<file path="config.mk">
export PLATFORM = sky130hd
export DESIGN_NAME = instr_fetch_unit
export DESIGN_NICKNAME = d
export VERILOG_FILES = /design/src/rtl/riscv_pkg.sv /design/src/rtl/fetch_fifo.sv /design/src/rtl/instr_fetch_unit.sv
export SDC_FILE = /design/constraint.sdc
export NUM_CORES = 1
export LEC_CHECK = 0
export ABC_CLOCK_PERIOD_IN_PS = 22200
export CAP_MARGIN = 30
export CORE_AREA = 8 8 196 217
export DETAILED_ROUTE_END_ITERATION = 8
export DIE_AREA = 0 0 204 225
export GPL_TIMING_DRIVEN = 0
export SYNTH_ARGS = -nofsm -noshare
export SYNTH_HDL_FRONTEND = slang
export SYNTH_HIERARCHICAL = 1
export SYNTH_SLANG_ARGS = --single-unit
</file>
<file path="constraint.sdc">
create_clock -name clk -period 22.2 [get_ports clk]
set_input_delay 3.33 -clock clk [delete_from_list [all_inputs] [get_ports clk]]
set_output_delay 3.33 -clock clk [all_outputs]
set_load 0.02 [all_outputs]
</file>
<file path="src/rtl/riscv_pkg.sv">
`default_nettype none
// ============================================================================
// Module   : riscv_pkg
// Purpose  : Shared constants and types for the RISC-V front end.
// Revision : 1.0
// ============================================================================
package riscv_pkg;

    localparam int          XLEN      = 32;
    localparam int          IMEM_AW   = 8;
    localparam logic [31:0] RESET_PC  = 32'h0000_0000;
    localparam logic [31:0] NOP_INSTR = 32'h0000_0013;

    typedef struct packed {
        logic [XLEN-1:0] pc;
        logic [XLEN-1:0] instr;
    } fetch_entry_t;

    function automatic logic [XLEN-1:0] word_align(input logic [XLEN-1:0] addr);
        return addr & ~(XLEN'(3));
    endfunction

endpackage
`default_nettype wire

</file>
<file path="src/rtl/fetch_fifo.sv">
`default_nettype none
// ============================================================================
// Module   : fetch_fifo
// Purpose  : Prefetch FIFO with flush; head is read straight from storage.
// Revision : 1.0
// ============================================================================
module fetch_fifo #(
    parameter int WIDTH = 64,
    parameter int DEPTH = 4
) (
    input  logic                       clk,
    input  logic                       rst_n,
    input  logic                       flush_i,
    input  logic                       push_i,
    input  logic [WIDTH-1:0]           wdata_i,
    input  logic                       pop_i,
    output logic [WIDTH-1:0]           rdata_o,
    output logic                       full_o,
    output logic                       empty_o,
    output logic [$clog2(DEPTH):0]     count_o
);

    localparam int PTR_W = $clog2(DEPTH);
    localparam int CNT_W = PTR_W + 1;

    logic [WIDTH-1:0] mem_q [DEPTH];
    logic [PTR_W-1:0] rd_ptr_q;
    logic [PTR_W-1:0] wr_ptr_q;
    logic [CNT_W-1:0] count_q;

    logic w_do_pop;
    logic w_do_push;

    assign empty_o = (count_q == '0);
    assign full_o  = (count_q == CNT_W'(DEPTH));
    assign count_o = count_q;
    assign rdata_o = mem_q[rd_ptr_q];

    // A push into a full FIFO is legal only when the head leaves the same cycle.
    assign w_do_pop  = pop_i && !empty_o;
    assign w_do_push = push_i && (!full_o || w_do_pop);

    always_ff @(posedge clk) begin
        if (!rst_n) begin
            rd_ptr_q <= '0;
            wr_ptr_q <= '0;
            count_q  <= '0;
            for (int i = 0; i < DEPTH; i++) begin
                mem_q[i] <= '0;
            end
        end else if (flush_i) begin
            rd_ptr_q <= '0;
            wr_ptr_q <= '0;
            count_q  <= '0;
        end else begin
            if (w_do_push) begin
                mem_q[wr_ptr_q] <= wdata_i;
                wr_ptr_q        <= wr_ptr_q + PTR_W'(1);
            end
            if (w_do_pop) begin
                rd_ptr_q <= rd_ptr_q + PTR_W'(1);
            end
            case ({w_do_push, w_do_pop})
                2'b10:   count_q <= count_q + CNT_W'(1);
                2'b01:   count_q <= count_q - CNT_W'(1);
                default: count_q <= count_q;
            endcase
        end
    end

endmodule
`default_nettype wire

</file>
<file path="src/rtl/instr_fetch_unit.sv">
`default_nettype none
// ============================================================================
// Module   : instr_fetch_unit
// Purpose  : Fetch PC, imem addressing and redirect handling over fetch_fifo.
// Revision : 1.0
// ============================================================================
module instr_fetch_unit #(
    parameter int          DEPTH    = 4,
    parameter int          IMEM_AW  = 8,
    parameter logic [31:0] RESET_PC = 32'h0000_0000
) (
    input  logic               clk,
    input  logic               rst_n,
    output logic [IMEM_AW-1:0] imem_addr,
    input  logic [31:0]        imem_rdata,
    output logic               if_valid,
    input  logic               if_ready,
    output logic [31:0]        if_instr,
    output logic [31:0]        if_pc,
    input  logic               redirect_valid,
    input  logic [31:0]        redirect_pc
);

    import riscv_pkg::*;

    logic [XLEN-1:0]       fetch_pc_q;
    logic [XLEN-1:0]       fetch_pc_d;
    fetch_entry_t          w_wr_entry;
    fetch_entry_t          w_rd_entry;
    logic                  w_full;
    logic                  w_empty;
    logic                  w_pop;
    logic                  w_push;
    logic [$clog2(DEPTH):0] w_unused_count;

    assign imem_addr = fetch_pc_q[IMEM_AW+1:2];

    // Redirect kills both sides of the FIFO for this cycle.
    assign w_pop  = if_valid && if_ready && !redirect_valid;
    assign w_push = !redirect_valid && (!w_full || (if_valid && if_ready));

    assign w_wr_entry.pc    = fetch_pc_q;
    assign w_wr_entry.instr = imem_rdata;

    always_comb begin
        fetch_pc_d = fetch_pc_q;
        if (redirect_valid) begin
            fetch_pc_d = word_align(redirect_pc);
        end else if (w_push) begin
            fetch_pc_d = fetch_pc_q + 32'd4;
        end
    end

    always_ff @(posedge clk) begin
        if (!rst_n) begin
            fetch_pc_q <= RESET_PC;
        end else begin
            fetch_pc_q <= fetch_pc_d;
        end
    end

    fetch_fifo #(
        .WIDTH ($bits(fetch_entry_t)),
        .DEPTH (DEPTH)
    ) u_fifo (
        .clk     (clk),
        .rst_n   (rst_n),
        .flush_i (redirect_valid),
        .push_i  (w_push),
        .wdata_i (w_wr_entry),
        .pop_i   (w_pop),
        .rdata_o (w_rd_entry),
        .full_o  (w_full),
        .empty_o (w_empty),
        .count_o (w_unused_count)
    );

    assign if_valid = !w_empty;
    assign if_instr = w_rd_entry.instr;
    assign if_pc    = w_rd_entry.pc;

endmodule
`default_nettype wire

</file>
==> metrics.md, run 1 <==
| Metric | Value |
|---|---|
| Later-pin clock latency in the skew report | `560 ps` |
| Final setup TNS | `0 ps` |
| IO Count | `141` |
| Max Cap Viol | `0` |
| Worst Path Required | `18,870 ps` |
| Synth Instances | `approximately 890` |
| Async SR Flop Fraction | `0%` |
| Synth Flop Type | `edfxtp_1` |
| Die Y | `between 200 and 250 um` |
| Tmin final | `6520 ps` |
| Met3 Use GR | `2.53%` |
| RSZ-0062 raised after global routing | `false` |
| Share of cells above drive strength 1 | `16.7%` |
| First-pass GRT wire length | `51,200 um` |
| Hold_buf cts | `0` |
| Core Region | `0.0388 sq mm` |
| Fin. max-slew vios | `0` |
| Mean number of vias per cell | `approximately 4.9` |
| Crit path DAT | `roughly 3200 ps` |
| DRC | `0` |
| Pin count of the biggest net entering global routing | `35` |
| H-Tree Depth | `1` |
| Worst-margin pin slew | `roughly 940 ps` |
| Comb pwr share | `8.0%` |
| Post-synth EDFFs | `256` |
| Pwr Density | `around 76 mW/mm^2` |
| Yosys cell types | `50` |
| Hold Crit Class | `flip-flop to flip-flop` |
| Antenna cell count | `0` |
| Layout area overhead | `25.6%` |
| Synthesized cell area | `0.0134 sq mm` |
| DIE WIDTH | `approximately 200 um` |
| Count leader, synth | `and2_1` |
| Share of power burned in registers | `50.1%` |
| Routed WL | `33,800 um` |
| Post-synthesis sequential area ratio | `63.3%` |
| Setup Buffers After CTS | `0` |
| Synth area leaders | `edfxtp_1 57%, and2_1 12%, mux4_2 11%, dfxtp_1 5.8%, buf_6 1.4%` |
| Met2 usage | `between 20% and 30%` |
| Sw Share | `a little over a fifth` |
| Grt total ovfl | `0` |
| VDD IR-drop max | `0.0000563 V` |
| Met1 Use GR | `between 10% and 20%` |
| Clock Skews | `11.8 ps` |
| Most frequent cells after synthesis | `261 x and2_1, 256 x edfxtp_1, 64 x mux4_2, 39 x dfxtp_1, 35 x o21ai_0` |
| Vias in the first global route | `8,444` |
| DRT Pass-1 Iters | `5` |
| Internal power | `~1 mW` |
| Leading area contributor after synthesis | `edfxtp_1` |
| CP Launch Type | `flip-flop` |
| CP endpoint kind | `primary output` |
| Initial antenna violation count | `0` |
| Layer with the highest usage | `met2` |
| Leak | `6.02 nW` |
| Post-DP HPWL | `23,500 um` |
| WS Path Type | `flip-flop to primary output` |
| Max_slew headroom | `36.9%` |
| Gpl congestion | `0.780` |
| Antenna Violating Nets Remaining | `0` |
| Nets | `between 1,000 and 1,500` |
| Via Count | `7,904` |
| Hold Violations, Final | `0` |
| CTS Buf Count | `31` |
| Iter 0 DRT Violations | `431` |
| Final setup violation count | `0` |
| Tot Pwr | `1.28 mW` |
| # clock sinks | `295` |
| Cts repair resizes | `0` |
| CTS tree | `built` |
| FF+latch count, synth | `295` |
| Yosys top cell area share | `57.5%` |
| Syn Area/Cell | `15.0 sq um` |
| Tot GR Track Use | `14.6%` |
| Critical Path Fanout Max | `10` |
| Fmax | `0.153 GHz` |
| Fin crit share | `29.4%` |
| Clk slew on worst S/H paths | `approximately 60 ps` |
| Die ar. | `0.0459 sq mm` |
| Warnings from Yosys | `6` |
| Clk buf depth | `3` |
| Net Sw Power | `0.281 mW` |
| Port Buffers | `138` |
| Status | `finished, final reports clean` |
| Root Driver | `clkbuf_16` |
| Clock share of power | `41.9%` |
| Row count | `76` |
| Initial Util | `around 34%` |
| WL/cell | `20.9 um` |
stage by stage:
stage	worst slack (ps)	hold slack (ps)	area (sq um)	instances	utilization (%)
2_1_floorplan	12550	476	13400	900	-
3_3_place_gp	7140	491	15400	1545	39.7
3_5_place_dp	15110	500	15700	1560	40.6
4_1_cts	15570	510	16800	1618	43.3
5_1_grt	15460	560	16800	1618	43.3
6_report	15680	510	16800	1618	43.3
kinds of logic (layout without fill, tap and decap cells):
logic type	after synthesis	after routing	synth area share, %
AOI/OAI and AO/OA	83	83	3.73
xor gates and xnor gates	27	27	1.77
adders and majority gates	2	2	0.243
buffers and inverters	74	285	3.39
DFF	295	295	63.3
muxes	65	65	10.9
other	1	8	0.0280
and+or+nand+nor	346	346	16.7
worst max-delay path, cell delays in order, from the launching register on:
cell	delay (ps)
dfxtp_1	310
clkbuf_1	600
buf_2	520
mux4_2	620
clkdlybuf4s50_1	580
power groups by stage:
stage	registers, mW	logic (mW)	clock network [mW]
floorplan	0.652	0.0489	0
global placement	0.660	0.0968	0
detailed placement	0.654	0.105	0
CTS	0.642	0.105	0.552
global route	0.645	0.110	0.572
finish	0.642	0.103	0.537
cells in the final DEF (no fill, tap or decap), drive strengths merged, types with 2 or more instances in the layout:
master	netlist	final
or3b	2	2
xnor2	10	10
edfxtp	256	256
nor2	10	10
dfxtp	39	39
o31ai	3	3
nor3	4	4
clkinv	0	12
bufinv	0	5
and4	2	2
nor4	2	2
or3	8	8
nand4	14	14
clkbuf	21	60
buf	42	57
conb	1	8
o211ai	3	3
a21oi	25	25
nand2b	9	9
nand2	14	14
o21ai	35	35
inv	11	12
and3	7	7
o21ba	2	2
xor2	17	17
a31oi	6	6
mux4	64	64
clkdlybuf4s50	0	138
nor4b	2	2
o211a	4	4
and2	261	261
nand3	9	9
per-layer routing:
| layer | share of wire [%] | vias to the layer above |
|---|---|---|
| met5 | 0 | - |
| met2 | 50 | 203 |
| met3 | 5.3 | 44 |
| met4 | 1.9 | 0 |
| li1 | - | 3681 |
| met1 | 43 | 3976 |
final cells by class:
type / instances / area [sq um]
fill: 3566 / 22000
sequential: 295 / 8470
multi-input combinational: 531 / 4530
timing repair buffer: 153 / 1660
clock buffer: 39 / 836
tap: 507 / 634
buffer: 63 / 412
clock inverter: 19 / 223
inverter: 11 / 41.3
flip-flops by register name, summed over array words and instances (netlist names), named ones only:
signal	cells
fetch_pc_q	30
u_fifo/count_o	3
u_fifo/mem_q	256
u_fifo/rd_ptr_q	2
u_fifo/wr_ptr_q	2
final timing paths:
kind,start,to,slack (ps),cells past startpoint
min reg2reg,u_fifo/wr_ptr_q[0],u_fifo/wr_ptr_q[0],510,2
max reg2reg,u_fifo/count_o[0],u_fifo/mem_q[0][25],18560,11
min,u_fifo/wr_ptr_q[0],u_fifo/wr_ptr_q[0],510,2
max,flip-flop,if_pc[10],15680,4
No activity file was read; power rests on OpenSTA's default activity.
==> run 2, diff against run 1 <==
Settings changed: ABC_CLOCK_PERIOD_IN_PS 22200 to 5450.
Clock period 22.2 ns to 5.45 ns, I/O delays scaled along.
==> metrics.md, run 2 (synthesized netlist as in run 1, its figures left out) <==
| Metric | Value |
|---|---|
| Bufs and invs on worst path | `6 (was 3)` |
| Nets | `1,160 (was 1,156)` |
| H-Tree Depth | `2 (was 1)` |
| DRC | `0 (unchanged)` |
| Fin. max-slew vios | `0 (unchanged)` |
| Later-pin clock latency in the skew report | `510 ps (was 560 ps)` |
| Metal-1 WL | `14,200 um (was 14,500 um)` |
| Final setup violation count | `0 (unchanged)` |
| Commonest non-fill, non-tap cell in the layout | `and2_1 (unchanged)` |
| Critical Path Fanout Max | `24 (was 10)` |
| Gpl congestion | `0.752 (was 0.780)` |
| Clk buf depth | `3 (unchanged)` |
| Flip-flop and latch area | `0.00847 sq mm (unchanged)` |
| Hold_buf cts | `0 (unchanged)` |
| Post-DP HPWL | `23,500 um (about the same)` |
| Antenna Violating Nets Remaining | `0 (unchanged)` |
| Mean number of vias per cell | `4.82 (was 4.89)` |
| Met2 WL | `17,000 um (was 16,900 um)` |
| Leak | `6.01 nW (was 6.02 nW)` |
| Clock Skews | `16.5 ps (was 11.8 ps)` |
| Port Buffers | `138 (unchanged)` |
| Layout filler cell count | `3,573 (was 3,566)` |
| VDD IR-drop max | `0.000183 V (was 0.0000563 V)` |
| Fin crit share | `73.8%` |
| Min Hold Slack | `521 ps (was 510 ps)` |
| Grt total ovfl | `0 (unchanged)` |
| Finished Layout Cells | `1,618 (unchanged)` |
| Status | `finished, final reports clean (unchanged)` |
| DRT Pass-1 Iters | `7 (was 5)` |
| Via Count | `7,803 (was 7,904)` |
| Cts repair resizes | `0 (unchanged)` |
| Dpl ws | `902 ps (was 15,110 ps)` |
| CTS tree | `built (unchanged)` |
| Max reg flops | `256 (unchanged)` |
| Pin count of the biggest net entering global routing | `34 (was 35)` |
| Initial Util | `34.5% (unchanged)` |
| Row count | `76 (unchanged)` |
| Worst-margin pin slew | `948 ps (was 941 ps)` |
| Reg with most FFs | `u_fifo/mem_q (unchanged)` |
| RSZ-0062 raised after global routing | `false (unchanged)` |
| Fmax | `0.249 GHz` |
| Worst Path Required | `5640 ps (was 18,870 ps)` |
| Routed WL | `33,600 um (was 33,800 um)` |
| CP Launch Type | `primary input (was flip-flop)` |
| Critical-path cell list | `clkdlybuf4s50_1 -> clkbuf_1 -> a21oi_1 -> buf_2 -> inv_2 -> or3_1 -> o21ai_4 -> buf_12 -> buf_12 (was clkbuf_1 -> buf_2 -> mux4_2 -> clkdlybuf4s50_1)` |
| Tmin final | `4020 ps` |
| Area of the multi-input gates | `0.00453 sq mm (unchanged)` |
| Final core utilization | `43.3% (about the same)` |
| # clock sinks | `295 (unchanged)` |
| DIE WIDTH | `204 um (unchanged)` |
| Root Driver | `clkbuf_16 (unchanged)` |
| Met3 WL | `1850 um (was 1780 um)` |
| Post-route worst setup slack | `1430 ps (was 15,680 ps)` |
| First-pass GRT wire length | `51,200 um (about the same)` |
| WL/cell | `20.8 um (was 20.9 um)` |
| Placed insts | `1,561 (was 1,560)` |
| Antenna cell count | `0 (unchanged)` |
| Cell family with the largest share of critical-path delay | `buffers and inverters (unchanged)` |
| Most frequent cells in the layout | `261 x and2_1, 256 x edfxtp_1, 138 x clkdlybuf4s50_1 (unchanged)` |
| Setup Buffers After CTS | `0 (unchanged)` |
| Hold Crit Class | `flip-flop to flip-flop (unchanged)` |
| Tot GR Track Use | `14.6% (about the same)` |
| CP endpoint kind | `flip-flop (was primary output)` |
| Core Region | `0.0388 sq mm (unchanged)` |
| Highest Signal Layer | `met4 (unchanged)` |
| Most frequent cell on the critical path | `buf_12` |
| Max Cap Viol | `0 (unchanged)` |
| CTS Buf Count | `34 (was 31)` |
| Die Y | `225 um (unchanged)` |
| Die ar. | `0.0459 sq mm (unchanged)` |
| Vias in the first global route | `8,442 (was 8,444)` |
| Design area | `0.0168 sq mm (about the same)` |
| Crit path DAT | `4210 ps (was 3190 ps)` |
| Clk slew on worst S/H paths | `60 ps (about the same)` |
| Share of cells above drive strength 1 | `16.7% (unchanged)` |
| Pwr Density | `306 mW/mm^2 (was 76.3 mW/mm^2)` |
| WS Path Type | `primary input to flip-flop (was flip-flop to primary output)` |
| Crit path largest cell delay | `800 ps (was 620 ps)` |
| Layout area overhead | `25.5% (was 25.6%)` |
| IO Count | `141 (unchanged)` |
| Initial antenna violation count | `0 (unchanged)` |
| Critical-path top delay cell | `o21ai_4 (was mux4_2)` |
| Max_slew headroom | `36.6% (was 36.9%)` |
| Cell Area, Placed | `0.0158 sq mm (was 0.0157 sq mm)` |
| Hold Violations, Final | `0 (unchanged)` |
| Iter 0 DRT Violations | `494 (was 431)` |
run 2: where the power goes:
| group | leakage, nW | switching (mW) | internal (mW) |
|---|---|---|---|
| clock network | 0.504 | 0.863 | 1.24 |
| logic | 2.53 | 0.217 | 0.204 |
| registers | 2.98 | 0.0563 | 2.56 |
run 2: worst paths after layout:
path | slack (ps) | endpoint | depth (start not counted) | from
worst max-delay path | 1430 | u_fifo/mem_q[2][5] | 9 | redirect_valid
worst min-delay path | 520 | u_fifo/wr_ptr_q[0] | 2 | u_fifo/wr_ptr_q[0]
worst max register to register | 1890 | u_fifo/mem_q[2][5] | 10 | u_fifo/count_o[1]
worst min register to register | 520 | u_fifo/wr_ptr_q[0] | 2 | u_fifo/wr_ptr_q[0]
run 2: worst min-delay path, cell delays in order, from the launching register on:
cell and delay (ps):
dfxtp_1 330, o21ai_0 80, a21oi_1 60
run 2: area by class of cell:
| class | count | area share [%] |
|---|---|---|
| clock inverters | 16 | 0.634 |
| well taps | 507 | 3.78 |
| repair buffers | 154 | 9.98 |
| multi-input cells | 531 | 27.0 |
| plain buffers | 63 | 2.45 |
| clock buffers | 41 | 5.47 |
| flip-flops and latches | 295 | 50.5 |
| inverters | 11 | 0.246 |
run 2: per-layer routing:
layer	vias up	track usage (%)
met1	3883	18.2
met5	-	0
met2	202	25.8
li1	3682	-
met3	36	3.03
met4	0	3.25
run 2: stage by stage:
stage,TNS (ps),power [mW]
6_report,0,5.14
3_5_place_dp,0,3.09
2_1_floorplan,0,2.85
3_3_place_gp,-677130,3.07
5_1_grt,0,5.33
4_1_cts,0,5.22
